$ cat src/rtl/axi4l_submap_bridge.sv
// AXI4-Lite bridge toward a register submap: one write and one read in flight, word-aligned downstream addresses.
// Optional response timeout enabled by defining AXI4L_BRIDGE_TIMEOUT_EN.
module axi4l_submap_bridge #(
    parameter int ADDR_WIDTH     = 12,
    parameter int DATA_WIDTH     = 32,
    parameter int TIMEOUT_CYCLES = 255
) (
    input  logic                      aclk,
    input  logic                      areset_n,
    input  logic                      s_awvalid,
    output logic                      s_awready,
    input  logic [ADDR_WIDTH-1:0]     s_awaddr,
    input  logic [2:0]                s_awprot,
    input  logic                      s_wvalid,
    output logic                      s_wready,
    input  logic [DATA_WIDTH-1:0]     s_wdata,
    input  logic [DATA_WIDTH/8-1:0]   s_wstrb,
    output logic                      s_bvalid,
    input  logic                      s_bready,
    output logic [1:0]                s_bresp,
    input  logic                      s_arvalid,
    output logic                      s_arready,
    input  logic [ADDR_WIDTH-1:0]     s_araddr,
    input  logic [2:0]                s_arprot,
    output logic                      s_rvalid,
    input  logic                      s_rready,
    output logic [DATA_WIDTH-1:0]     s_rdata,
    output logic [1:0]                s_rresp,
    output logic                      m_awvalid,
    input  logic                      m_awready,
    output logic [ADDR_WIDTH-1:0]     m_awaddr,
    output logic [2:0]                m_awprot,
    output logic                      m_wvalid,
    input  logic                      m_wready,
    output logic [DATA_WIDTH-1:0]     m_wdata,
    output logic [DATA_WIDTH/8-1:0]   m_wstrb,
    input  logic                      m_bvalid,
    output logic                      m_bready,
    input  logic [1:0]                m_bresp,
    output logic                      m_arvalid,
    input  logic                      m_arready,
    output logic [ADDR_WIDTH-1:0]     m_araddr,
    output logic [2:0]                m_arprot,
    input  logic                      m_rvalid,
    output logic                      m_rready,
    input  logic [DATA_WIDTH-1:0]     m_rdata,
    input  logic [1:0]                m_rresp
);
    localparam int STRB_W = DATA_WIDTH / 8;
    localparam int LSB    = $clog2(STRB_W);
    localparam logic [ADDR_WIDTH-1:0] ADDR_MASK = ~ADDR_WIDTH'((1 << LSB) - 1);

    if (DATA_WIDTH != 32 && DATA_WIDTH != 64) begin : g_bad_dw
        $error("axi4l_submap_bridge: DATA_WIDTH must be 32 or 64");
    end
    if (TIMEOUT_CYCLES < 1 || TIMEOUT_CYCLES > 65535) begin : g_bad_to
        $error("axi4l_submap_bridge: TIMEOUT_CYCLES must be 1..65535");
    end

    logic                  aw_held_q, aw_held_d, w_held_q, w_held_d;
    logic [ADDR_WIDTH-1:0] awaddr_q, awaddr_d, araddr_q, araddr_d;
    logic [2:0]            awprot_q, awprot_d, arprot_q, arprot_d;
    logic [DATA_WIDTH-1:0] wdata_q, wdata_d, rdata_q, rdata_d;
    logic [STRB_W-1:0]     wstrb_q, wstrb_d;
    logic                  m_awvalid_q, m_awvalid_d, m_wvalid_q, m_wvalid_d;
    logic                  wr_out_q, wr_out_d, bvalid_q, bvalid_d;
    logic [1:0]            bresp_q, bresp_d, rresp_q, rresp_d;
    logic                  rd_busy_q, rd_busy_d, m_arvalid_q, m_arvalid_d;
    logic                  rd_out_q, rd_out_d, rvalid_q, rvalid_d;
    logic                  aw_hs, w_hs, ar_hs;
`ifdef AXI4L_BRIDGE_TIMEOUT_EN
    logic [15:0]           wr_cnt_q, wr_cnt_d, rd_cnt_q, rd_cnt_d;
`endif

    assign s_awready = ~aw_held_q;
    assign s_wready  = ~w_held_q;
    assign s_arready = ~rd_busy_q;
    assign s_bvalid  = bvalid_q;
    assign s_bresp   = bresp_q;
    assign s_rvalid  = rvalid_q;
    assign s_rdata   = rdata_q;
    assign s_rresp   = rresp_q;
    assign m_awvalid = m_awvalid_q;
    assign m_awaddr  = awaddr_q & ADDR_MASK;
    assign m_awprot  = awprot_q;
    assign m_wvalid  = m_wvalid_q;
    assign m_wdata   = wdata_q;
    assign m_wstrb   = wstrb_q;
    assign m_bready  = wr_out_q;
    assign m_arvalid = m_arvalid_q;
    assign m_araddr  = araddr_q & ADDR_MASK;
    assign m_arprot  = arprot_q;
    assign m_rready  = rd_out_q;

    assign aw_hs = s_awvalid & ~aw_held_q;
    assign w_hs  = s_wvalid & ~w_held_q;
    assign ar_hs = s_arvalid & ~rd_busy_q;

    always_comb begin
        aw_held_d   = aw_held_q;
        w_held_d    = w_held_q;
        awaddr_d    = awaddr_q;
        awprot_d    = awprot_q;
        wdata_d     = wdata_q;
        wstrb_d     = wstrb_q;
        m_awvalid_d = m_awvalid_q;
        m_wvalid_d  = m_wvalid_q;
        wr_out_d    = wr_out_q;
        bvalid_d    = bvalid_q;
        bresp_d     = bresp_q;
        if (aw_hs) begin
            aw_held_d = 1'b1;
            awaddr_d  = s_awaddr;
            awprot_d  = s_awprot;
        end
        if (w_hs) begin
            w_held_d = 1'b1;
            wdata_d  = s_wdata;
            wstrb_d  = s_wstrb;
        end
        // Issue exactly once: on the edge where the later of AW/W arrives.
        if ((aw_hs | aw_held_q) & (w_hs | w_held_q) & (aw_hs | w_hs)) begin
            m_awvalid_d = 1'b1;
            m_wvalid_d  = 1'b1;
            wr_out_d    = 1'b1;
        end
        if (m_awvalid_q & m_awready) m_awvalid_d = 1'b0;
        if (m_wvalid_q & m_wready)   m_wvalid_d  = 1'b0;
        if (wr_out_q & m_bvalid) begin
            bresp_d  = m_bresp;
            bvalid_d = 1'b1;
            wr_out_d = 1'b0;
        end
`ifdef AXI4L_BRIDGE_TIMEOUT_EN
        wr_cnt_d = '0;
        if (wr_out_q & ~m_bvalid) begin
            if (wr_cnt_q == 16'(TIMEOUT_CYCLES - 1)) begin
                m_awvalid_d = 1'b0;
                m_wvalid_d  = 1'b0;
                wr_out_d    = 1'b0;
                bvalid_d    = 1'b1;
                bresp_d     = 2'b10;
            end else begin
                wr_cnt_d = wr_cnt_q + 16'd1;
            end
        end
`endif
        if (bvalid_q & s_bready) begin
            bvalid_d  = 1'b0;
            aw_held_d = 1'b0;
            w_held_d  = 1'b0;
        end
    end

    always_comb begin
        rd_busy_d   = rd_busy_q;
        araddr_d    = araddr_q;
        arprot_d    = arprot_q;
        m_arvalid_d = m_arvalid_q;
        rd_out_d    = rd_out_q;
        rvalid_d    = rvalid_q;
        rdata_d     = rdata_q;
        rresp_d     = rresp_q;
        if (ar_hs) begin
            rd_busy_d   = 1'b1;
            araddr_d    = s_araddr;
            arprot_d    = s_arprot;
            m_arvalid_d = 1'b1;
            rd_out_d    = 1'b1;
        end
        if (m_arvalid_q & m_arready) m_arvalid_d = 1'b0;
        if (rd_out_q & m_rvalid) begin
            rdata_d  = m_rdata;
            rresp_d  = m_rresp;
            rvalid_d = 1'b1;
            rd_out_d = 1'b0;
        end
`ifdef AXI4L_BRIDGE_TIMEOUT_EN
        rd_cnt_d = '0;
        if (rd_out_q & ~m_rvalid) begin
            if (rd_cnt_q == 16'(TIMEOUT_CYCLES - 1)) begin
                m_arvalid_d = 1'b0;
                rd_out_d    = 1'b0;
                rvalid_d    = 1'b1;
                rdata_d     = '0;
                rresp_d     = 2'b10;
            end else begin
                rd_cnt_d = rd_cnt_q + 16'd1;
            end
        end
`endif
        if (rvalid_q & s_rready) begin
            rvalid_d  = 1'b0;
            rd_busy_d = 1'b0;
        end
    end

    always_ff @(posedge aclk) begin
        if (!areset_n) begin
            aw_held_q   <= 1'b0;
            w_held_q    <= 1'b0;
            awaddr_q    <= '0;
            awprot_q    <= '0;
            wdata_q     <= '0;
            wstrb_q     <= '0;
            m_awvalid_q <= 1'b0;
            m_wvalid_q  <= 1'b0;
            wr_out_q    <= 1'b0;
            bvalid_q    <= 1'b0;
            bresp_q     <= 2'b00;
            rd_busy_q   <= 1'b0;
            araddr_q    <= '0;
            arprot_q    <= '0;
            m_arvalid_q <= 1'b0;
            rd_out_q    <= 1'b0;
            rvalid_q    <= 1'b0;
            rdata_q     <= '0;
            rresp_q     <= 2'b00;
`ifdef AXI4L_BRIDGE_TIMEOUT_EN
            wr_cnt_q    <= '0;
            rd_cnt_q    <= '0;
`endif
        end else begin
            aw_held_q   <= aw_held_d;
            w_held_q    <= w_held_d;
            awaddr_q    <= awaddr_d;
            awprot_q    <= awprot_d;
            wdata_q     <= wdata_d;
            wstrb_q     <= wstrb_d;
            m_awvalid_q <= m_awvalid_d;
            m_wvalid_q  <= m_wvalid_d;
            wr_out_q    <= wr_out_d;
            bvalid_q    <= bvalid_d;
            bresp_q     <= bresp_d;
            rd_busy_q   <= rd_busy_d;
            araddr_q    <= araddr_d;
            arprot_q    <= arprot_d;
            m_arvalid_q <= m_arvalid_d;
            rd_out_q    <= rd_out_d;
            rvalid_q    <= rvalid_d;
            rdata_q     <= rdata_d;
            rresp_q     <= rresp_d;
`ifdef AXI4L_BRIDGE_TIMEOUT_EN
            wr_cnt_q    <= wr_cnt_d;
            rd_cnt_q    <= rd_cnt_d;
`endif
        end
    end
endmodule
$ cat config.mk
export PLATFORM = sky130hd
export DESIGN_NAME = axi4l_submap_bridge
export DESIGN_NICKNAME = d
export VERILOG_FILES = /design/src/rtl/axi4l_submap_bridge.sv
export SDC_FILE = /design/constraint.sdc
export NUM_CORES = 1
export LEC_CHECK = 0
export ABC_AREA = 1
export ABC_CLOCK_PERIOD_IN_PS = 900
export CORE_MARGIN = 2
export CORE_UTILIZATION = 34
export CTS_CLUSTER_SIZE = 30
export DETAILED_ROUTE_END_ITERATION = 16
export PLACE_DENSITY = 0.8
export SLEW_MARGIN = 20
export SYNTH_ARGS = -nofsm -noshare
export SYNTH_HDL_FRONTEND = slang
export SYNTH_SLANG_ARGS = --single-unit
$ cat constraint.sdc
create_clock -name aclk -period 0.9 [get_ports aclk]
set_input_delay 0.09 -clock aclk [delete_from_list [all_inputs] [get_ports aclk]]
set_output_delay 0.09 -clock aclk [all_outputs]
set_load 0.1 [all_outputs]
==> summary by stage <==
Layout
The layout cell share with drive strength beyond 1 is between 60 and 70%. The leading cell type in the layout, fill and taps excluded is sky130_fd_sc_hd__nor2_1. The top cell types in the final layout, fill and taps aside, are 151 x sky130_fd_sc_hd__nor2_1, 117 x sky130_fd_sc_hd__buf_12, 105 x sky130_fd_sc_hd__clkdlybuf4s50_1, 76 x sky130_fd_sc_hd__o21ai_2, 63 x sky130_fd_sc_hd__dfxtp_2. Compared with the post-synthesis result, the final layout area differs by 146.1%. The post-layout net count is 883.

Global routing
The number of global-route vias before repair was 4,515. The largest net degree at the start of global routing is a little under 60. The initial antenna violation count came to 1.

The total global routing track utilization is 25.02%. The first global-routing pass estimated around 23,000 um of wire. Global routing finished with a remaining overflow of 0.

Critical path
The startpoint identified for the worst register-to-register timing path is m_rready$_SDFFE_PP0P_. STA classifies the critical path startpoint as a flop. The logic depth of the worst register-to-register path is 5.

STA classifies the critical path endpoint as a flop. The internal reg-to-reg setup slack is -0.24 ns. The end of the worst register-to-register path is s_rdata[13]$_SDFFE_PN0P_. The delay of the slowest critical-path stage is 0.36 ns. The largest driver fanout on the critical path is 8. The critical path goes through buf_12, nand2_8, clkbuf_16, o21ai_2, nor2_1. The slowest library cell on the worst path is sky130_fd_sc_hd__dfxtp_4. The kind of critical path is flop to flop. Counting both buffers and inverters, the worst setup path holds a total of 2.

The data required time of the worst path is 1.15 ns. The data arrival time of the critical path is 1.39 ns. The cell family contributing the most delay on the critical path is flip-flops.

Hold path
The endpoint of the worst hold-timing path is araddr_q[6]$_SDFFE_PN0P_. The instance count along the most critical hold path is 4. The worst hold path begins at areset_n. The path class of the tightest hold or removal check is input pin to flop.

Clock network
Buffers inserted during clock tree synthesis total 9. TritonCTS built the clock tree. The post-cts hold buffer count is 0. The clock latency on the worst-skew pair is roughly 0.34 ns. In this run the clock root is driven by a sky130_fd_sc_hd__clkbuf_16. Counting along the longest clock path gives a buffer depth of 2.

After clock tree synthesis, the clock-pin slew on the worst setup and hold paths is around 0.080 ns. For this design, the sink count on the clock tree is 108. The H-tree was split into 3 levels.

Power
The relative contribution of the clock network to total power is roughly 23%. Dividing total power by cell area gives a power density of ~1800 mW/mm^2. In this run the power spent charging and discharging nets is 0.006799 W. The fraction of power consumed by sequential logic is about a third. The internal power of the cells totals about 0.01 W.

In this run the static leakage power is 3.832 nW. Of the total power, the share spent switching nets is between 40 and 50%. The share of total power dissipated in combinational logic is between 40% and 50%. VDD sags by at most approximately 0.0010 V.

STA
The final number of setup-violating endpoints is 205. For this run, the top clock speed supported by timing is 874.9 MHz. The final max-slew violation count is 0.

The total negative slack is -22.74 ns. In this run the tightest slew margin relative to its limit is 62.88%. The worst setup margin is -0.2429 ns. The hold violation count in the final report is 0. Of the available clock period, the critical path in the final layout requires 127.0%. On the final layout, the worst clock skew is 0.008530 ns.

The slew at the pin closest to its max-slew limit is about 0.56 ns. Setup repair after global routing could not meet its margin everywhere. After layout, the minimum clock period comes to about 1.1 ns.

Place
The final RePlAce weighted congestion is just under 0.8. Once detailed placement completed, the half-perimeter wirelength came to between 9000 and 10,000 um. The minimum setup slack after placement is -0.4457 ns.

The number of buffers added on ports is 217.

Synthesis
The post-synthesis instance area is around 0.0038 mm^2. The total of flip-flops plus latches after synthesis is between 100 and 150. The mean instance size in the synthesized netlist is about 8 um^2. The netlist uses 18 different library cells. The synthesized instance count is 480. The dominant combinational cell family by area after synthesis is simple AND/OR/NAND/NOR gates. After synthesis, flip-flops and latches occupy a little under three fifths of the total area. The share of synthesized area spent on multiplexers is 0%. After Yosys synthesis, full adders, half adders and majority gates account for 0% of the synthesized area. The parity-gate share of the synthesized area counting xor and xnor cells is 0%.

The warning count from the yosys run is 0. Summing the areas of all and, or, nand and nor instances in the mapped netlist gives 22.20% of the synthesized area. The synthesized netlist devotes a little over an eighth of its cell area to compound gates.

Route
For this run, design rule violations remaining after detail routing come to 0. The final layout contains routed wiring with a total length of approximately 17,000 um. The pre-antenna-repair detailed-routing pass consisted of 4 iterations.

Dividing the detail-routed via count by the number of cells gives 4.945. The count of antenna-violating nets left after detailed routing is 0. The number of vias after detailed routing is between 4,000 and 5,000. Dividing the detail-routed wire length by the instance count gives between 15 and 20 um. After the first detailed-routing iteration, the DRC count stood at roughly 170.

Floorplan
The y dimension of the die is 110.3 um. The die span in x is between 100 and 150 um. The row count is 38. The initial core utilization is between 30% and 40%. The die covers around 0.012 mm^2. 226 I/O pins were placed. The placeable core area is around 0.011 mm^2.

Flow run
The tool flagged a number of max-cap violations equal to 0.

Run status
The run finished, with violations left. The checks that failed: setup timing.
[stage by stage]
step	area, um^2	hold WS [ns]	util (%)	total power, W	instances
2_1_floorplan	4189	0.2333	-	0.009351	483
4_1_cts	8825	0.2358	80.70	0.01636	879
5_1_grt	9448	0.2614	86.40	0.01734	915
6_report	9448	0.2384	86.40	0.01681	915
3_5_place_dp	7452	0.4873	68.15	0.01180	822
3_3_place_gp	7452	0.4739	68.15	0.01168	822
[worst max-delay path by stage]
stage,depth (start not counted),end,slack [ns],start
floorplan,4,s_rdata[11]$_SDFFE_PN0P_,-0.19,m_rready$_SDFFE_PP0P_
global placement,5,m_wdata[5]$_SDFFE_PN0P_,-0.41,s_wvalid
detailed placement,5,m_wdata[2]$_SDFFE_PN0P_,-0.45,s_wvalid
CTS,3,s_wready,-0.25,w_held_q$_SDFFE_PP0P_
global route,5,s_rdata[13]$_SDFFE_PN0P_,-0.27,m_rready$_SDFFE_PP0P_
finish,5,s_rdata[13]$_SDFFE_PN0P_,-0.24,m_rready$_SDFFE_PP0P_
[tightest hold or removal path, cell delays in order]
cell and delay (ns):
sky130_fd_sc_hd__buf_2 0.13, sky130_fd_sc_hd__buf_12 0.20, sky130_fd_sc_hd__o21ai_2 0.08, sky130_fd_sc_hd__nor2_1 0.04
[power by group through the flow]
| stage | clock network, W | logic (W) | registers, W |
|---|---|---|---|
| floorplan | 0 | 0.00109 | 0.00826 |
| global placement | 0 | 0.00592 | 0.00576 |
| detailed placement | 0 | 0.00600 | 0.00579 |
| CTS | 0.00389 | 0.00679 | 0.00569 |
| global route | 0.00410 | 0.00754 | 0.00570 |
| finish | 0.00384 | 0.00730 | 0.00567 |
[area by class of cell]
| class | instances | area, um^2 |
|---|---|---|
| antenna | 1 | 2.502 |
| clock buffer | 9 | 225.2 |
| clock inverter | 7 | 57.56 |
| fill | 506 | 1488 |
| inverter | 12 | 143.9 |
| multi-input combinational | 338 | 2182 |
| sequential | 108 | 2410 |
| tap | 140 | 175.2 |
| timing repair buffer | 288 | 4100 |
| timing repair inverter | 12 | 151.4 |
[synth_stat cells, drive strengths merged]
library cell  count  area [um^2]
clkbuf            5        23.77
inv              12        52.56
conb              1        3.750
nand2            20        90.09
o21ai            99        495.5
nor2            203        762.0
buf              26        219.0
dfxtp           108         2162
a21oi             6        30.03
[state kept, by name, summed over array words and instances (netlist names), 2 cells and up]
name / count
m_arprot: 3
m_wdata: 32
awaddr_q: 10
s_rdata: 32
m_wstrb: 4
m_awprot: 3
s_bresp: 2
araddr_q: 10
s_rresp: 2
[cells by family after synthesis]
logic type | after synthesis
AOI/OAI and AO/OA | 105
buffers and inverters | 43
DFF | 108
other | 1
and+or+nand+nor | 223
[layer usage]
metal	up-vias	track usage (%)	wire length, um
met5	-	0	0
met4	0	10.45	744
met3	53	7.525	1159
met2	176	47.24	9697
met1	2180	25.38	5897
li1	2116	-	-
[timing repair]
item                                    CTS  global route
cloned                                   22             3
endpoints found under the setup margin  193           210
buffers inserted                         19            32
resized for setup                       182            92
pin swaps                                19            13
Note: power is estimated with default switching activity, not from simulation.
